==> src/rtl/twi_pkg.sv <==
// Shared TWI bus-conditioner definitions: FSM encoding and default timing constants.
package twi_pkg;

  typedef enum logic [2:0] {
    ST_IDLE     = 3'd0,
    ST_ACTIVE   = 3'd1,
    ST_REC_LOW  = 3'd2,
    ST_REC_STOP = 3'd3,
    ST_WAIT_REL = 3'd4
  } twi_state_e;

  localparam int unsigned DEF_FILTER_CYCLES  = 4;
  localparam int unsigned DEF_TIMEOUT_CYCLES = 2500000;
  localparam int unsigned DEF_REC_CYCLES     = 16;

  // Pads are released in every state that belongs to stuck-bus recovery.
  function automatic logic in_recovery(input twi_state_e s);
    return (s == ST_REC_LOW) || (s == ST_REC_STOP) || (s == ST_WAIT_REL);
  endfunction

endpackage

==> src/rtl/twi_glitch_filter.sv <==
// One bus line: 2-flop synchroniser followed by a FILTER_CYCLES-deep disagreement filter.
module twi_glitch_filter
  import twi_pkg::*;
#(
  parameter int unsigned FILTER_CYCLES = DEF_FILTER_CYCLES
) (
  input  logic clk_i,
  input  logic rstn_i,
  input  logic pad_i,
  output logic filt_o
);

  localparam logic [3:0] CNT_LAST = 4'(FILTER_CYCLES - 1);

  logic       sync1_q, sync2_q;
  logic       filt_q, filt_d;
  logic [3:0] cnt_q, cnt_d;

  // Any clock where the synchronised level agrees with the output restarts the count.
  always_comb begin
    filt_d = filt_q;
    cnt_d  = '0;
    if (sync2_q != filt_q) begin
      if (cnt_q == CNT_LAST) begin
        filt_d = sync2_q;
      end else begin
        cnt_d = cnt_q + 4'd1;
      end
    end
  end

  always_ff @(posedge clk_i or negedge rstn_i) begin
    if (!rstn_i) begin
      sync1_q <= 1'b1;
      sync2_q <= 1'b1;
      filt_q  <= 1'b1;
      cnt_q   <= '0;
    end else begin
      sync1_q <= pad_i;
      sync2_q <= sync1_q;
      filt_q  <= filt_d;
      cnt_q   <= cnt_d;
    end
  end

  assign filt_o = filt_q;

endmodule

==> src/rtl/twi_bus_conditioner.sv <==
// TWI pad conditioner: filtered levels to the slave core, START/STOP detection,
// and stuck-SCL recovery that feeds the core a synthetic STOP.
module twi_bus_conditioner
  import twi_pkg::*;
#(
  parameter int unsigned FILTER_CYCLES  = DEF_FILTER_CYCLES,
  parameter int unsigned TIMEOUT_CYCLES = DEF_TIMEOUT_CYCLES,
  parameter int unsigned REC_CYCLES     = DEF_REC_CYCLES
) (
  input  logic       clk_i,
  input  logic       rstn_i,
  input  logic       pad_scl_i,
  input  logic       pad_sda_i,
  output logic       pad_scl_o,
  output logic       pad_sda_o,
  output logic       core_scl_o,
  output logic       core_sda_o,
  input  logic       core_scl_i,
  input  logic       core_sda_i,
  output logic       start_o,
  output logic       stop_o,
  output logic       busy_o,
  output logic       timeout_o,
  input  logic       clr_timeout_i,
  output logic [2:0] dbg_state_o
);

  localparam int unsigned    TO_W     = $clog2(TIMEOUT_CYCLES + 1);
  localparam int unsigned    REC_W    = $clog2(REC_CYCLES + 1);
  localparam logic [TO_W-1:0]  TO_MAX   = TO_W'(TIMEOUT_CYCLES);
  localparam logic [REC_W-1:0] REC_LAST = REC_W'(REC_CYCLES - 1);

  logic scl_f, sda_f;
  logic scl_prev_q, sda_prev_q;
  logic start_raw, stop_raw, timeout_hit;

  twi_state_e        state_q, state_d;
  logic [TO_W-1:0]   to_cnt_q, to_cnt_d;
  logic [REC_W-1:0]  rec_cnt_q, rec_cnt_d;
  logic              timeout_q, timeout_d;
  logic              pad_scl_q, pad_sda_q;

  twi_glitch_filter #(.FILTER_CYCLES(FILTER_CYCLES)) u_scl_filt (
    .clk_i(clk_i), .rstn_i(rstn_i), .pad_i(pad_scl_i), .filt_o(scl_f)
  );

  twi_glitch_filter #(.FILTER_CYCLES(FILTER_CYCLES)) u_sda_filt (
    .clk_i(clk_i), .rstn_i(rstn_i), .pad_i(pad_sda_i), .filt_o(sda_f)
  );

  // SCL must be high both before and after the SDA edge, so simultaneous edges are ignored.
  assign start_raw   = scl_f & scl_prev_q &  sda_prev_q & ~sda_f;
  assign stop_raw    = scl_f & scl_prev_q & ~sda_prev_q &  sda_f;
  assign timeout_hit = (state_q == ST_ACTIVE) && (to_cnt_q == TO_MAX);

  always_comb begin
    state_d   = state_q;
    rec_cnt_d = '0;
    to_cnt_d  = '0;
    timeout_d = timeout_hit | (timeout_q & ~clr_timeout_i);
    unique case (state_q)
      ST_IDLE: begin
        if (start_raw) state_d = ST_ACTIVE;
      end
      ST_ACTIVE: begin
        if (!scl_f) to_cnt_d = (to_cnt_q == TO_MAX) ? to_cnt_q : to_cnt_q + 1'b1;
        if (timeout_hit)   state_d = ST_REC_LOW;
        else if (stop_raw) state_d = ST_IDLE;
      end
      ST_REC_LOW: begin
        if (rec_cnt_q == REC_LAST) state_d = ST_REC_STOP;
        else                       rec_cnt_d = rec_cnt_q + 1'b1;
      end
      ST_REC_STOP: begin
        if (rec_cnt_q == REC_LAST) state_d = ST_WAIT_REL;
        else                       rec_cnt_d = rec_cnt_q + 1'b1;
      end
      ST_WAIT_REL: begin
        if (scl_f && sda_f) state_d = ST_IDLE;
      end
      default: state_d = ST_IDLE;
    endcase
  end

  always_ff @(posedge clk_i or negedge rstn_i) begin
    if (!rstn_i) begin
      state_q    <= ST_IDLE;
      to_cnt_q   <= '0;
      rec_cnt_q  <= '0;
      timeout_q  <= 1'b0;
      scl_prev_q <= 1'b1;
      sda_prev_q <= 1'b1;
      pad_scl_q  <= 1'b1;
      pad_sda_q  <= 1'b1;
    end else begin
      state_q    <= state_d;
      to_cnt_q   <= to_cnt_d;
      rec_cnt_q  <= rec_cnt_d;
      timeout_q  <= timeout_d;
      scl_prev_q <= scl_f;
      sda_prev_q <= sda_f;
      // Keyed on the next state so the pads are released from the first recovery cycle.
      pad_scl_q  <= in_recovery(state_d) ? 1'b1 : core_scl_i;
      pad_sda_q  <= in_recovery(state_d) ? 1'b1 : core_sda_i;
    end
  end

  always_comb begin
    core_scl_o = scl_f;
    core_sda_o = sda_f;
    if (state_q == ST_REC_LOW) begin
      core_scl_o = 1'b1;
      core_sda_o = 1'b0;
    end else if (state_q == ST_REC_STOP) begin
      core_scl_o = 1'b1;
      core_sda_o = 1'b1;
    end
  end

  assign start_o     = start_raw & ~in_recovery(state_q);
  assign stop_o      = stop_raw & ~in_recovery(state_q);
  assign busy_o      = (state_q == ST_ACTIVE);
  assign timeout_o   = timeout_q;
  assign pad_scl_o   = pad_scl_q;
  assign pad_sda_o   = pad_sda_q;
  assign dbg_state_o = state_q;

endmodule

==> config.mk <==
export PLATFORM = sky130hd
export DESIGN_NAME = twi_bus_conditioner
export DESIGN_NICKNAME = d
export VERILOG_FILES = /design/src/rtl/twi_pkg.sv /design/src/rtl/twi_glitch_filter.sv /design/src/rtl/twi_bus_conditioner.sv
export SDC_FILE = /design/constraint.sdc
export NUM_CORES = 1
export LEC_CHECK = 0
export BUFFER_PORTS_ARGS = -buffer_cell sky130_fd_sc_hd__buf_4
export CORE_ASPECT_RATIO = 0.6
export CORE_UTILIZATION = 29
export CTS_CLUSTER_DIAMETER = 150
export DETAILED_ROUTE_END_ITERATION = 8
export PLACE_DENSITY = 0.48
export SYNTH_ARGS = -nofsm -noshare
export SYNTH_HDL_FRONTEND = slang
export SYNTH_SLANG_ARGS = --single-unit
==> constraint.sdc <==
create_clock -name clk_i -period 1.85 [get_ports clk_i]
set_input_delay 0.185 -clock clk_i [delete_from_list [all_inputs] [get_ports clk_i]]
set_output_delay 0.185 -clock clk_i [all_outputs]
set_load 0.01 [all_outputs]
=== Word-level counts from Yosys, hierarchy flattened ===
Index checks and enable logic that the tools add are counted.
W data, S select, Z words.

* Register bits: 49
* ROM bits: 0
* Bits in writable memories: 0
* Logic and storage cells: 79
* Bits in latches: 0
* Memories: 0

* Multiply operators: 0
* Shifts and indexed selects: 0
* Reduce and logical (&&, ||, !) cells: 10
* Muxes and demuxes: 22
* Bitwise gates (word level): 13
* Eq/ne operators: 14
* Order comparisons: 0
* Div/mod/pow operators: 0
* Add/subtract/negate cells: 4

{| class="wikitable"
|+ Operator list
! operator !! number
|-
| $mux W22 || 3
|-
| $add A22 B1 Y22 const B || 1
|-
| $eq A22 B22 Y1 const B || 1
|-
| $mux W3 || 6
|-
| $mux W4 || 4
|-
| $pmux W3 S5 || 1
|-
| $eq A3 B2 Y1 const B || 4
|-
| $mux W5 || 2
|-
| $add A4 B1 Y4 const B || 2
|-
| $and A1 B1 Y1 || 8
|-
| $eq A4 B2 Y1 const B || 2
|-
| $eq A3 B3 Y1 const B || 2
|-
| $mux W1 || 6
|-
| $add A5 B1 Y5 const B || 1
|-
| $eq A5 B4 Y1 const B || 1
|-
| $logic_or A1 B1 Y1 || 4
|-
| $not A1 Y1 || 4
|-
| $reduce_and A2 Y1 || 2
|-
| $eq A3 B1 Y1 const B || 1
|-
| $logic_not A3 Y1 || 1
|-
| $ne A3 B2 Y1 const B || 1
|-
| $logic_and A1 B1 Y1 || 2
|-
| $ne A1 B1 Y1 || 2
|-
| $reduce_or A2 Y1 || 1
|-
| $or A1 B1 Y1 || 1
|}

=== Longest topological paths before layout ===
Gate-level depths: netlist (run 1).

* Depth after elaboration: 10
* Gate-level depth with buffers: 6
* Gate-level depth less buffers: 6

=== Hierarchy ===
A second synthesis (run 1) with hierarchy kept.

* Cell total of the unflattened synthesis: 221
* Area total of the unflattened synthesis: 2354.8 µm²

{| class="wikitable"
|+ By module, submodules not included
! module !! sequential area each (µm²) !! cells an instance !! instances !! area an instance (µm²)
|-
| twi_bus_conditioner || 880.8 || 181 || 1 || 1786.7
|-
| twi_glitch_filter || 178.9 || 20 || 2 || 284.0
|}

=== Worst setup path after synthesis (run 1) ===
OpenSTA, ideal clock, no wires.

* Kind: reg-to-reg
* Start point: reg to_cnt_q[0]
* End point: reg to_cnt_q[18]
* Arrival time: 1.928 ns
* Required time: 1.772 ns
* Path slack: -0.156 ns
* Buffers on the path: 1
* Cell stages (with the launch flop): 7
* Clock period less this slack: 2.006 ns
* Library setup time: 0.078 ns
* Path through: dfrtp_1 -> ha_1 -> nand3_1 -> or4_1 -> clkbuf_2 -> or4_1 -> a21oi_1

* Cells in the longest elaborated chain, start to end: 4
* Elaborated cells on any way between the ends: 6
* Those cells by class: 1 x add/sub; 2 x eq/ne; 3 x mux

{| class="wikitable"
|+ RTL lines
! element !! line !! text
|-
| from (decl) || twi_bus_conditioner.sv:38 || <nowiki>logic [TO_W-1:0] to_cnt_q, to_cnt_d;</nowiki>
|-
| from (signal assigned) || twi_bus_conditioner.sv:97 || <nowiki>to_cnt_q <= to_cnt_d;</nowiki>
|-
| $add A22 B1 Y22 || twi_bus_conditioner.sv:66 || <nowiki>if (!scl_f) to_cnt_d = (to_cnt_q == TO_MAX) ? to_cnt_q : to_cnt_q + 1'b1;</nowiki>
|-
| $mux W22 (2 in series) || twi_bus_conditioner.sv:66 ||
|-
| $mux W22 || twi_bus_conditioner.sv:61 || <nowiki>unique case (state_q)</nowiki>
|}

Parallel ways exist; a longest one is shown, timed or not. The select of a mux whose other input is x is not followed.
A chain may end at the register's enable or synchronous reset.

=== Worst setup path in the final report (run 1) ===
* Start point: reg to_cnt_q[7]
* End point: reg to_cnt_q[18]

Same word-level chain as after synthesis.

==> results by group, run 1 <==
Setup path
  • Setup crit end kind: flip-flop
  • FF-to-FF End: to_cnt_q[18]
  • R2R depth: 4
  • Worst R2R Setup Slack: 0.11 ns
  • Nature of the critical path startpoint: flip-flop
  • Critical setup path kind: flip-flop to flip-flop
  • CP required: 2.06 ns
  • CP max FO: 6
  • Critical path arrival: 1.95 ns
  • RR Startpoint: to_cnt_q[7]

Pwr
  • Power consumption: 2.86 mW
  • Worst VDD drop: 0.000404 V
  • P per Cell Area: 986 nW/um^2
  • Leakage: 1.19 nW

Timing
  • Setup violators final: 0
  • Setup ws final: 0.107 ns
  • Least-Margin Pin Slew: 0.635 ns
  • Setup TNS: 0 ns
  • Unrepaired setup endpoints after global routing: false
  • Slew Viols, Final: 0
  • Tcrit/Tclk final: 94.2%
  • Achievable Freq: 574 MHz
  • Final Hold Viols: 0
  • Min Tclk post-route: 1.74 ns
  • Clock Skew: 0.00914 ns
  • Hold slack: 0.0739 ns
  • Max_slew headroom: 57.7%

GRT
  • Grt peak-use layer: met1
  • Overall Global Routing Usage: 12.7%
  • Largest net degree at the start of global routing: 50
  • Initial antenna violation count: 0
  • Gr ovfl total: 0
  • Vias in the first global route: 1655
  • Met1 Track Usage GR: 19.6%
  • GR Layer Usage met3: 3.18%
  • Grt met2 use: 16.5%
  • First-pass GRT wire length: 8.37 mm

Yosys
  • Post-synth EDFFs: 0
  • Post-synthesis sequential area ratio: 53.3%
  • Top FF cell, synth: dfrtp_1
  • Synth warn: 0
  • Post-synth ARST share: 100%
  • Post-Syn Area: 2330 sq um
  • Syn_area_per_cell: 10.2 sq um
  • Synth cell types: 42
  • Syn Nets: 239
  • Synthesized flop and latch total: 49
  • Cell count after synthesis: 227

Placement
  • Place WS: 0.0768 ns
  • Placed insts: 364
  • Detail Placement HPWL: 3.46 mm
  • Placer Congestion: 0.746
  • IO Port Bufs: 17

Drt
  • Via count: 1750
  • DR WL/cell: 13.2 um
  • DRC viols: 0
  • Drt first pass iters: 4
  • Drt via density: 4.67
  • Total Wirelength: 4.94 mm
  • Routed Antenna Nets: 0
  • 1st-iter DRT viols: 106

Clocking
  • CTS tree: done
  • H-tree depth: 2
  • Worst-Skew Late Latency: 0.29 ns
  • Clock net sink count: 49
  • Clk slew on worst S/H paths: 0.06 ns
  • Clock Path Buffers: 2
  • Root buffer cell: clkbuf_16
  • Num CTS Buffers: 5

Die
  • Num ports: 18
  • Initial core utilization: 31.0%
  • Core box area: 7510 sq um
  • Die X: 118 um
  • Num rows: 24
  • Die area: 8390 sq um
  • Die height: 71.4 um

Worst hold path
  • HP Class: input pin to flip-flop
  • HP Start: clr_timeout_i
  • Hold Path End: timeout_o
  • WHS Path Cells: 2

Finish
  • Diode count: 0
  • Leading cell types in the layout, fill and taps excluded: dfrtp_1 (38), buf_4 (37), nor2_1 (23)
  • P&R area growth vs syn: 24.9%
  • Most common cell after layout, fill and taps aside: dfrtp_1
  • Share of cells above drive strength 1: 24.0%
  • Total Nets Final: 282
  • Non-filler instance count after layout: 375

Flow run
  • Max Cap Viol: 0

Status
  • Status: complete, no violations
-- synth_stat cells, drive strengths merged (3+ instances only) --
cell type  number  area share (%)
dfstp          10              11
clkbuf          3            0.54
ha              5             2.7
or4             4             1.3
nand2          18             2.9
nand2b          7             1.9
and3            3            0.81
dfrtp          39              42
nor4            5             1.6
a21oi          12             2.6
nand4           3            0.81
nor2b           5             1.3
nor4b           3             1.1
xor2            5             1.9
nand3          13             3.0
o21ai           7             1.5
mux2i           4             1.7
nor3            9             1.9
inv             9             1.5
xnor2          11             4.1
nor2           23             3.7
nor3b           3            0.97
-- stage by stage --
step,instance area (sq um),utilization (%)
after floorplan,2330,-
after global placement,2730,36.3
after detailed placement,2730,36.3
after CTS,2900,38.6
after global routing,2900,38.7
final,2900,38.7
-- critical path, cell delays in order (launching register included) --
cell and delay (ns):
dfrtp_1 0.42, nand3_1 0.16, or4_4 0.54, or4_1 0.41, a21oi_1 0.14
-- per-layer routing --
| layer | part of all wire (%) | routed length, um | up-vias |
|---|---|---|---|
| li1 | - | - | 891 |
| met1 | 57 | 2840 | 828 |
| met2 | 37 | 1850 | 26 |
| met3 | 3.7 | 184 | 5 |
| met4 | 1.4 | 68 | 0 |
| met5 | 0 | 0 | - |
-- registers in the layout, indices dropped and copies added (netlist names), 3 cells and up --
register	cells
to_cnt_q	22
rec_cnt_q	5
u_scl_filt.cnt_q	4
u_sda_filt.cnt_q	4
dbg_state_o	3
-- timing repair --
| item | CTS | global route |
|---|---|---|
| hold endpoints to repair | 41 | 0 |
| setup endpoints to repair | 0 | 2 |
| hold buffers | 3 | 0 |
| setup buffers | 0 | 0 |
| gates resized for setup | 0 | 2 |
-- report_power, final --
part / total (mW) / internal (mW) / switching [mW]
Combinational: 0.641 / 0.294 / 0.347
Clock: 0.896 / 0.502 / 0.394
Sequential: 1.33 / 1.22 / 0.104
Total: 2.86 / 2.02 / 0.845
-- area by class of cell --
type,count,area [sq um]
clock inverter,2,15.0
multi-input combinational,165,1050
tap,104,130
fill,784,4600
sequential,49,1240
timing repair buffer,40,308
inverter,9,33.8
clock buffer,6,129
-- worst max-delay path by stage --
stage / startpoint / end / slack, ns / cells after the start
floorplan: to_cnt_q[1] / to_cnt_q[16] / 0.05 / 6
global placement: to_cnt_q[1] / to_cnt_q[18] / 0.10 / 5
detailed placement: to_cnt_q[0] / to_cnt_q[16] / 0.08 / 5
CTS: to_cnt_q[0] / to_cnt_q[18] / 0.06 / 5
global route: dbg_state_o[2] / stop_o / 0.02 / 5
finish: to_cnt_q[7] / to_cnt_q[18] / 0.11 / 4
-- cell families after synthesis --
family | synth area share (%)
simple gates | 25.9
compound gates | 7.32
fa+ha+maj | 2.69
mux | 2.69
buf+inv | 2.15
flops | 53.3
xor+xnor | 6.02
Note: power is estimated with default switching activity, not from simulation.
==> inputs of run 2 (changes only) <==
--- a/config.mk
+++ b/config.mk
@@ -5,12 +5,14 @@
 export SDC_FILE = /design/constraint.sdc
 export NUM_CORES = 1
 export LEC_CHECK = 0
+export ABC_AREA = 1
 export BUFFER_PORTS_ARGS = -buffer_cell sky130_fd_sc_hd__buf_4
 export CORE_ASPECT_RATIO = 0.6
 export CORE_UTILIZATION = 29
 export CTS_CLUSTER_DIAMETER = 150
 export DETAILED_ROUTE_END_ITERATION = 8
 export PLACE_DENSITY = 0.48
+export RECOVER_POWER = 25
 export SYNTH_ARGS = -nofsm -noshare
 export SYNTH_HDL_FRONTEND = slang
 export SYNTH_SLANG_ARGS = --single-unit
==> results by group, run 2 <==
Finish
  • Fillcell total: 909 (+16%)
  • Leading cell types in the layout, fill and taps excluded: nand2_1 (71), nor2_1 (66), inv_1 (47)
  • P&R area growth vs syn: 16.5%
  • Area of the multi-input gates: 1190 sq um (+13%)
  • Biggest regs: to_cnt_q x22, rec_cnt_q x5
  • Share of cells above drive strength 1: 14.9% (-9.1 points)
  • Diode count: 0 (unchanged)
  • Most common cell after layout, fill and taps aside: nand2_1
  • Largest reg by FF count: to_cnt_q
  • Max reg flops: 22 (unchanged)
  • Reg area: 1240 sq um (-0.10%)
  • Total Nets Final: 381 (+35%)

Drt
  • Via count: 2173 (+24%)
  • Highest Signal Layer: met4
  • Routed Antenna Nets: 0 (unchanged)
  • Drt first pass iters: 7 (+3)
  • DR WL/cell: 12.8 um (-2.9%)
  • Met3 wire length: 336 um (+83%)
  • WL met1: 3.68 mm (+30%)
  • Total Wirelength: 6.16 mm (+25%)
  • DRC viols: 0 (unchanged)
  • 1st-iter DRT viols: 143 (+35%)
  • WL met2: 2.13 mm (+15%)
  • Drt via density: 4.51 (-3.4%)

Clocking
  • Post CTS Setup Buffer Count: 0 (unchanged)
  • H-tree depth: 2 (unchanged)
  • Root buffer cell: clkbuf_16
  • Num CTS Buffers: 5 (unchanged)
  • CTS tree: done
  • Clk slew on worst S/H paths: 0.06 ns (about the same)
  • Clock net sink count: 49 (unchanged)
  • Worst-Skew Late Latency: 0.29 ns (about the same)
  • Clock Path Buffers: 2 (unchanged)

Yosys
  • Synth cell types: 27 (-36%)
  • Syn Nets: 355 (+49%)
  • Commonest cells in the netlist: nand2_1 (71), nor2_1 (67), inv_1 (47), dfrtp_1 (39), nand3_1 (27)
  • Ranking of synthesized cells by area: dfrtp_1 (37%), nand2_1 (10%), dfstp_2 (10%)
  • Post-Syn Area: 2640 sq um (+13%)
  • Post-synth top area cell: dfrtp_1
  • Post-synthesis sequential area ratio: 47.0% (-6.3 points)
  • Top FF cell, synth: dfrtp_1
  • Synth top area share: 37.0% (-5.0 points)
  • Post-synth ARST share: 100% (unchanged)
  • Top-count cell post-synth: nand2_1
  • Cell count after synthesis: 343 (+51%)
  • Synthesized flop and latch total: 49 (unchanged)
  • Syn_area_per_cell: 7.69 sq um (-25%)
  • Synth warn: 0 (unchanged)
  • Post-synth EDFFs: 0 (unchanged)

Setup path
  • Critical path arrival: 1.49 ns (-0.46 ns)
  • Slowest cell on crit path: dfrtp_1
  • CP required: 1.66 ns (-0.40 ns)
  • Nature of the critical path startpoint: flip-flop
  • Worst R2R Setup Slack: 0.29 ns (+0.18 ns)
  • CP max FO: 7 (+1)
  • Setup crit end kind: output port
  • Slowest cell delay on critical path: 0.46 ns (-0.08 ns)
  • CP bufs+invs: 2 (+2)
  • Critical setup path kind: flip-flop to output port
  • Top delay family on crit path: flip-flops
  • Cell chain of the critical path: nor2_2 > inv_1 > o21ai_0 > nor2_1 > buf_4

Pwr
  • Leakage: 1.39 nW (+16%)
  • Worst VDD drop: 0.000366 V (-9.4%)
  • P per Cell Area: 965 nW/um^2 (-2.2%)

Die
  • Num ports: 18 (unchanged)
  • Num rows: 26 (+8.3%)
  • Die height: 75.9 um (+6.3%)
  • Die area: 9490 sq um (+13%)
  • Die X: 125 um (+6.4%)
  • Initial core utilization: 30.5% (-0.50 points)
  • Core box area: 8650 sq um (+15%)

GRT
  • First-pass GRT wire length: 10.5 mm (+25%)
  • Gr ovfl total: 0 (unchanged)
  • Overall Global Routing Usage: 14.7% (+2.0 points)
  • Vias in the first global route: 2026 (+22%)
  • Largest net degree at the start of global routing: 50 (unchanged)
  • Initial antenna violation count: 0 (unchanged)

Flow run
  • Max Cap Viol: 0 (unchanged)

Timing
  • Setup violators final: 0 (unchanged)
  • Slew Viols, Final: 0 (unchanged)
  • Tcrit/Tclk final: 90.4% (-3.9 points)
  • Max_slew headroom: 18.1% (-40 points)
  • Final Hold Viols: 0 (unchanged)
  • Clock Skew: 0.0131 ns (+0.00393 ns)
  • Min Tclk post-route: 1.67 ns (-0.0714 ns)
  • Setup TNS: 0 ns (unchanged)
  • Unrepaired setup endpoints after global routing: false
  • Least-Margin Pin Slew: 1.23 ns (+0.594 ns)
  • Achievable Freq: 598 MHz (+4.3%)
  • Hold slack: 0.0784 ns (+0.00444 ns)

Placement
  • Placer Congestion: 0.853 (+14%)
  • Detail Placement HPWL: 4.75 mm (+37%)
  • IO Port Bufs: 17 (unchanged)

Status
  • Status: complete, no violations

Worst hold path
  • HP Class: input pin to flip-flop
run 2: logic make-up after synthesis:
family                   count (synthesis)  share of synthesized area, %
buffers and inverters                   54                          8.06
adder cells (fa/ha/maj)                  5                          2.37
XOR/XNOR                                11                          3.65
flip-flops                              49                          47.0
AO/OA/AOI/OAI                           24                          4.79
AND/OR/NAND/NOR                        200                          34.2
run 2: worst reg2reg max path, delay by kind of cell (launching register included):
kind	cells	cell delay (ns)
buf+inv	1	0.10
simple gates	7	0.70
flops	1	0.43
fa+ha+maj	1	0.22
run 2: what timing repair did:
action	4_1_cts	5_1_grt
hold buffers	3	0
resized for setup	0	1
endpoints found under the hold margin	41	0
setup endpoints to repair	0	2
run 2: routing by layer:
metal  track usage (%)  vias to the layer above
met5                 0                        -
li1                  -                     1136
met3              3.02                        2
met2              18.5                       52
met4              4.07                        0
met1              23.9                      983
run 2: per-stage QoR:
stage / instances / util, % / power [mW] / setup slack (ns) / cell area, sq um
2_1_floorplan: 343 / - / 1.79 / 0.536 / 2640
3_3_place_gp: 471 / 33.5 / 2.09 / 0.278 / 2900
3_5_place_dp: 471 / 33.5 / 2.08 / 0.296 / 2900
4_1_cts: 482 / 35.5 / 3.02 / 0.0301 / 3070
5_1_grt: 482 / 35.5 / 3.18 / 0.0224 / 3070
6_report: 482 / 35.5 / 2.96 / 0.178 / 3070
run 2: area by class of cell:
type | count | area share [%]
clock buffer | 6 | 4.19
tap | 112 | 4.56
clock inverter | 2 | 0.448
timing repair buffer | 21 | 5.29
inverter | 52 | 6.51
multi-input combinational | 240 | 38.7
sequential | 49 | 40.3
run 2: report_power, final:
group,switching [mW],internal (mW),total [mW]
Sequential,0.119,1.23,1.35
Clock,0.404,0.505,0.909
Combinational,0.436,0.270,0.706
run 2: worst paths after layout:
| check | from | endpoint | depth (start not counted) |
|---|---|---|---|
| worst max-delay path | dbg_state_o[2] | stop_o | 5 |
| worst min-delay path | clr_timeout_i | timeout_o | 2 |
| worst max register to register | to_cnt_q[0] | to_cnt_q[20] | 9 |
| worst min register to register | u_sda_filt.sync1_q | u_sda_filt.sync2_q | 0 |
| max in group asynchronous | rstn_i | u_scl_filt.cnt_q[2] | 2 |
| min in group asynchronous | rstn_i | to_cnt_q[15] | 2 |
